File: config.mk
export PLATFORM = sky130hd
export DESIGN_NAME = pc_sequencer
export DESIGN_NICKNAME = d
export VERILOG_FILES = /design/src/rtl/pc_sequencer.sv
export SDC_FILE = /design/constraint.sdc
export NUM_CORES = 1
export LEC_CHECK = 0
export CAP_MARGIN = 20
export CORE_AREA = 4 4 97 81
export CTS_CLUSTER_SIZE = 24
export DETAILED_ROUTE_END_ITERATION = 8
export DIE_AREA = 0 0 101 85
export MAX_ROUTING_LAYER = met4
export PLACE_DENSITY = 0.79
export SYNTH_ARGS = -nofsm -noshare
export SYNTH_HDL_FRONTEND = slang
export SYNTH_SLANG_ARGS = --single-unit
File: constraint.sdc
create_clock -name CLK -period 1.8 [get_ports CLK]
set_input_delay 0.54 -clock CLK [delete_from_list [all_inputs] [get_ports CLK]]
set_output_delay 0.54 -clock CLK [all_outputs]
set_load 0.01 [all_outputs]
File: src/rtl/pc_sequencer.sv
// Program-counter owner: runs the instruction-fetch handshake with memory and
// applies the control unit's next-PC decision (0 ALU, 1 jump, 2 increment, 3 halt).
module pc_sequencer #(
  parameter logic [15:0] RESET_PC = 16'h0000,
  parameter logic [15:0] INCR     = 16'd2
) (
  input  logic        CLK,
  input  logic        Reset,
  output logic        FetchReq,
  output logic [15:0] FetchAddr,
  input  logic        FetchAck,
  input  logic [15:0] InstrIn,
  output logic [15:0] Instr,
  output logic        InstrValid,
  input  logic        NextValid,
  input  logic [1:0]  NextSel,
  input  logic [15:0] ALUPC,
  input  logic [11:0] JumpImm,
  output logic [15:0] PC,
  output logic        Halted,
  output logic [15:0] RetireCount
);

  typedef enum logic [1:0] {
    IDLE  = 2'd0,
    FETCH = 2'd1,
    EXEC  = 2'd2,
    HALT  = 2'd3
  } state_t;

  state_t      r_state;
  logic [15:0] r_pc;
  logic [15:0] r_instr;
  logic [15:0] r_retireCount;
  logic        r_fetchReq;
  logic        r_instrValid;
  logic        r_halted;

  logic [15:0] w_selPc;

  // Jump target keeps the top three PC bits and forces a halfword-aligned address.
  always_comb begin
    w_selPc = r_pc + INCR;
    case (NextSel)
      2'd0:    w_selPc = ALUPC;
      2'd1:    w_selPc = {r_pc[15:13], JumpImm, 1'b0};
      default: w_selPc = r_pc + INCR;
    endcase
  end

  always_ff @(posedge CLK or negedge Reset) begin
    if (!Reset) begin
      r_state       <= IDLE;
      r_pc          <= RESET_PC;
      r_instr       <= 16'h0000;
      r_retireCount <= 16'h0000;
      r_fetchReq    <= 1'b0;
      r_instrValid  <= 1'b0;
      r_halted      <= 1'b0;
    end else begin
      case (r_state)
        IDLE: begin
          r_state    <= FETCH;
          r_fetchReq <= 1'b1;
        end
        FETCH: begin
          if (FetchAck) begin
            r_state      <= EXEC;
            r_instr      <= InstrIn;
            r_fetchReq   <= 1'b0;
            r_instrValid <= 1'b1;
          end
        end
        EXEC: begin
          if (NextValid) begin
            r_retireCount <= r_retireCount + 16'd1;
            r_instrValid  <= 1'b0;
            if (NextSel == 2'd3) begin
              r_state  <= HALT;
              r_halted <= 1'b1;
            end else begin
              r_state    <= FETCH;
              r_pc       <= w_selPc;
              r_fetchReq <= 1'b1;
            end
          end
        end
        HALT: begin
          r_fetchReq   <= 1'b0;
          r_instrValid <= 1'b0;
          r_halted     <= 1'b1;
        end
        default: begin
          r_state <= IDLE;
        end
      endcase
    end
  end

  assign FetchReq    = r_fetchReq;
  assign FetchAddr   = r_pc;
  assign PC          = r_pc;
  assign Instr       = r_instr;
  assign InstrValid  = r_instrValid;
  assign Halted      = r_halted;
  assign RetireCount = r_retireCount;

endmodule
# Word-level counts from Yosys, hierarchy flattened

Cells that the tools add are included.

Bits in writable memories: 0
Register bits: 53
Input port bits: 50
Memories kept: 0
Word-level logic and storage cells: 49
Bits in latches: 0
Bits in read-only memories: 0

Order comparisons: 0
Multiplexer cells: 15
Multipliers: 0
Div/mod/pow operators: 0
Shift operators: 0
Bitwise logic cells: 2
Equality and inequality tests: 9
Add/subtract/negate cells: 2
Reduce and logical (&&, ||, !) cells: 13

Operators with widths:

| operator                                                               | count |
|---|---|
| 16-bit case mux with 2 select lines                                    | 1 |
| 16-bit by 1-bit adder with 16-bit output (second input constant)       | 1 |
| 16-bit by 2-bit adder with 16-bit output (second input constant)       | 1 |
| 3-bit AND reduction                                                    | 5 |
| 2-bit inequality test (second input constant)                          | 4 |
| 1-bit two-way mux                                                      | 7 |
| 2-bit equality test (second input constant)                            | 3 |
| 2-bit two-way mux                                                      | 3 |
| 2-bit case mux with 3 select lines                                     | 1 |
| 3-bit nonzero test                                                     | 2 |
| 2-bit by 1-bit equality test with 1-bit output (second input constant) | 2 |
| 2-bit zero test                                                        | 2 |
| 1-bit case mux with 4 select lines                                     | 1 |
| 2-bit AND reduction                                                    | 2 |
| 4-bit AND reduction                                                    | 1 |
| 1-bit case mux with 3 select lines                                     | 1 |
| 1-bit inverter                                                         | 2 |
| 1-bit case mux with 2 select lines                                     | 1 |
| 2-bit nonzero test                                                     | 1 |

# Logic depth before layout (Yosys ltp)

Depth after elaboration: 4
Mapped depth: 8

# Worst setup path after synthesis

OpenSTA, ideal clock, no wires.

Path type: reg2reg
Start point: register r_state[0]
End point: register r_retireCount[14] (netlist: RetireCount[14])
Required time: 1.721 ns
Data arrival time: 1.566 ns
Cell stages (with the launch flop): 9
Setup time: 0.079 ns
Setup slack: 0.155 ns
Path through: dfrtp_1 -> inv_1 -> ha_1 -> buf_6 -> nand4_1 -> or2_2 -> clkbuf_1 -> nor3_1 -> xor2_1

Longest elaborated chain between the ends: 2

Ends and longest elaborated chain:

| item                                 | RTL line | text |
|---|---|---|
| start, declared                      | 31       | `state_t r_state;` |
| start signal, assigned               | 53       | `r_state <= IDLE;` |
| start signal, assigned               | 63       | `r_state <= FETCH;` |
| start signal, assigned               | 68       | `r_state <= EXEC;` |
| 2-bit equality test                  | 61       | `case (r_state)` |
| 2-bit AND reduction (no source line) | -        |  |
| end signal, assigned                 | 76       | `r_retireCount <= r_retireCount + 16'd1;` |
| end, declared                        | 34       | `logic [15:0] r_retireCount;` |

No other way between the ends.
A chain may end at the register's enable or synchronous reset.

# Final worst setup path

Start point: input port NextSel[0]
End point: register r_pc[5] (netlist: FetchAddr[5])

Longest elaborated chain between the ends: 3
Elaborated cells between the ends (all ways): 6
Those cells by class: eq/ne (2); mux (1); bitwise (1); reduce/logical (2)

Ends and longest elaborated chain:

| item                                 | RTL line | text |
|---|---|---|
| start, declared                      | 16       | `input logic [1:0] NextSel,` |
| 2-bit equality test                  | 78       | `if (NextSel == 2'd3) begin` |
| 1-bit inverter (no source line)      | -        |  |
| 3-bit AND reduction (no source line) | -        |  |
| end signal, assigned                 | 83       | `r_pc <= w_selPc;` |
| end, declared                        | 32       | `logic [15:0] r_pc;` |

Several ways; a longest one is shown, not always the timed one.

==> out/results.tsv <==
stage	metric	value	unit
logic_synthesis	netlist_area	2950	um^2
timing	fmax	559	MHz
worst_setup_path	crit_chain	clkdlybuf4s50_1 > buf_12 > mux2_2 > o21ai_0 > a21oi_1	
timing	setup_tns	0	ps
logic_synthesis	synth-compound-area-share	14.5	%
die	io_pins	117	
detailed_routing	drc	0	
worst_setup_path	start_kind	input port	
worst_setup_path	cp-end-kind	flip-flop	
worst_setup_path	critical_path.slowest_cell	clkdlybuf4s50_1	
logic_synthesis	yosys.area_share.simple	17.0	%
die	chipWidth	101	um
global_route	grt_util_met3	3.29	%
logic_synthesis	ys_types	54	
min_path	hold_path.class	input port to asynchronous set/reset pin	
global_route	gr-total-overflow	0	
worst_setup_path	critPathKind	input port to flip-flop	
worst_setup_path	worstPathRequired	1990	ps
place	dpl.hpwl	5.90	mm
timing	min_period	1790	ps
global_route	use_met1	26.8	%
place	port_buffers	116	
logic_synthesis	synth_xor_area_share	4.45	%
clock_tree	cts_root_buf	clkbuf_8	
die	core_area	6790	um^2
detailed_routing	first_iter_violations	157	
logic_synthesis	ys_warn_count	0	
global_route	antenna_found_initial	0	
global_route	grt_pass1_vias	2747	
detailed_routing	vias	2722	
logic_synthesis	ys_seq_area_share	44.9	%
logic_synthesis	synth_top_family_by_area	simple AND/OR/NAND/NOR gates	
timing	finClkSkew	4.84	ps
timing	worst_slew_pin_slew	327	ps
logic_synthesis	synth_nets	343	
timing	relSlewSlack	78.0	%
timing	hold_violations	0	
cells_and_area	area_growth	56.9	%
pwr	power.density	1300	nW/um^2
clock_tree	clock_latency	310	ps
pwr	power	0.00604	W
logic_synthesis	async_reset_ff_share	100	%
detailed_routing	viasPerCell	5.22	
clock_tree	cts_tree	done	
worst_setup_path	cpPeakStageDelay	560	ps
status	status	completed	
cells_and_area	drive_gt1_share	24.2	%
die	start_util	43.5	%
cells_and_area	final_nets	489	
clock_tree	htreeDepth	2	
clock_tree	cts_buffer_depth	2	
worst_setup_path	arrival	1980	ps
job	maxCapViolCount	0	
timing	period_share	99.4	%
clock_tree	cts_buffers	5	
global_route	groute.usage.overall	20.1	%
worst_setup_path	cp_max_fo	21	
pwr	ir_drop	0.614	mV
cells_and_area	antennaDiodeCount	0	
place	gp_congestion	0.836	
timing	setup_viol	0	
logic_synthesis	synth_adder_area_share	2.54	%
global_route	grtUsageMet2	31.7	%
detailed_routing	wl	8.26	mm
logic_synthesis	synth_edf_count	0	
clock_tree	cts.sinks	53	
detailed_routing	first_pass_iters	4	
die	die_h	85	um
detailed_routing	ant_nets	0	
die	dieArea	8590	um^2
die	rows	27	
global_route	grt_pass1_wl	13.5	mm
global_route	grt_max_degree	54	
clock_tree	path_clk_slew	100	ps
logic_synthesis	synth.area.mux_share	8.26	%
logic_synthesis	ys.flop_type	dfrtp_1	
detailed_routing	wl_per_cell	15.9	um
logic_synthesis	syn_inst	287	
logic_synthesis	synth-seq-cells	53	
timing	finalMaxSlewViolations	0	
global_route	busiest_layer	met2	
pwr	leakage	2.25	nW
logic_synthesis	syn_area_per_cell	10.3	um^2
-- cell type report --
class,count,area (um^2)
Clock buffer,5,68.8
Clock inverter,3,65.1
Fill cell,535,2150
Inverter,7,26.3
Multi-Input combinational cell,197,1390
Sequential cell,53,1340
Tap cell,87,109
Timing Repair Buffer,169,1640
-- critical path: cells and delay by family --
kind | cells | cell delay [ps]
buffers and inverters | 2 | 750
muxes | 1 | 350
AOI/OAI and AO/OA | 2 | 330
-- cells by family (layout without fill, tap and decap cells) --
logic type               Yosys count  after routing
buffers and inverters             37            184
AND/OR/NAND/NOR                   89             89
XOR/XNOR                          15             15
adder cells (fa/ha/maj)            6              6
AO/OA/AOI/OAI                     65             65
flip-flops                        53             53
multiplexers                      22             22
-- worst paths after layout --
kind / from / to / slack [ps] / cells after the start
worst min register to register: RetireCount[15]$_DFFE_PN0P_ / RetireCount[15]$_DFFE_PN0P_ / 480 / 1
worst max-delay path: NextSel[0] / FetchAddr[5]$_DFFE_PN0P_ / 10 / 5
worst min-delay path: Reset / FetchAddr[9]$_DFFE_PN0P_ / 200 / 2
min in group CLK: RetireCount[15]$_DFFE_PN0P_ / RetireCount[15]$_DFFE_PN0P_ / 480 / 1
max in group asynchronous: Reset / RetireCount[10]$_DFFE_PN0P_ / 1340 / 2
worst max register to register: r_state[0]$_DFFE_PN0P_ / r_state[1]$_DFFE_PN0P_ / 110 / 8
-- through the flow --
step | area (um^2) | util (%) | hold WS, ps | cells | setup slack (ps)
floorplan | 2950 | - | 244 | 287 | 155
global placement | 4260 | 62.7 | 471 | 490 | -287
detailed placement | 4260 | 62.7 | 470 | 490 | -309
CTS | 4550 | 67.0 | 212 | 520 | 0.112
global route | 4640 | 68.3 | 211 | 521 | -48.2
finish | 4640 | 68.3 | 197 | 521 | 10.5
-- flip-flops by register name, summed over array words and instances (netlist names) --
name / count
FetchAddr: 16
FetchReq: 1
Halted: 1
Instr: 16
InstrValid: 1
RetireCount: 16
r_state: 2
-- cell usage in the layout (no fill, tap or decap), types with 13 or more instances in the layout --
cell type	instances
clkdlybuf4s50_1	66
buf_4	50
a21oi_1	13
nand2_1	23
o21ai_0	15
dlygate4sd2_1	21
mux2_2	19
dlymetal6s2s_1	28
dfrtp_1	41
-- synth_stat cells (2+ instances only) --
library cell | count | area share [%]
clkbuf_1 | 5 | 0.64
a31oi_1 | 4 | 0.85
nand2b_1 | 4 | 0.85
clkbuf_8 | 2 | 0.93
buf_2 | 2 | 0.34
inv_1 | 7 | 0.89
a21oi_1 | 13 | 2.2
buf_6 | 3 | 1.1
nand2_1 | 23 | 2.9
dfrtp_1 | 53 | 45
a41oi_1 | 3 | 0.89
xor2_1 | 5 | 1.5
buf_4 | 17 | 4.3
nor3_1 | 4 | 0.68
o22ai_1 | 5 | 1.1
o22a_1 | 5 | 1.5
and4_1 | 4 | 1.2
and3_1 | 2 | 0.42
nand3b_1 | 3 | 0.76
nor2_1 | 12 | 1.5
nand4_1 | 4 | 0.85
mux2i_1 | 3 | 1.0
a211oi_1 | 2 | 0.51
nor2b_1 | 8 | 1.7
ha_1 | 6 | 2.5
nand3_1 | 12 | 2.0
a22oi_1 | 3 | 0.76
o21ai_0 | 15 | 2.5
o41ai_1 | 3 | 0.89
a21oi_2 | 2 | 0.59
and2_1 | 2 | 0.42
xnor2_1 | 10 | 3.0
a2bb2oi_1 | 2 | 0.59
mux2_2 | 19 | 7.2
-- metal layers --
| metal | wire length (um) | vias up | part of all wire [%] |
|---|---|---|---|
| li1 | - | 1311 | - |
| met1 | 3640 | 1295 | 44 |
| met2 | 3940 | 108 | 48 |
| met3 | 593 | 8 | 7.2 |
| met4 | 85 | 0 | 1.0 |
| met5 | 0 | - | 0 |
-- timing repair --
item                       in CTS  in global routing
hold buffers                    0                  0
setup buffers                  22                  1
setup endpoints to repair      45                 38
gates resized for setup        33                 30
-- power by group --
part	internal, W	switching [W]	leakage (nW)	total, W
Clock	0.000552	0.000394	0.0681	0.000946
Sequential	0.00163	0.000284	0.634	0.00192
Combinational	0.00177	0.00141	1.54	0.00318
Power figures use the tool's default switching activity.
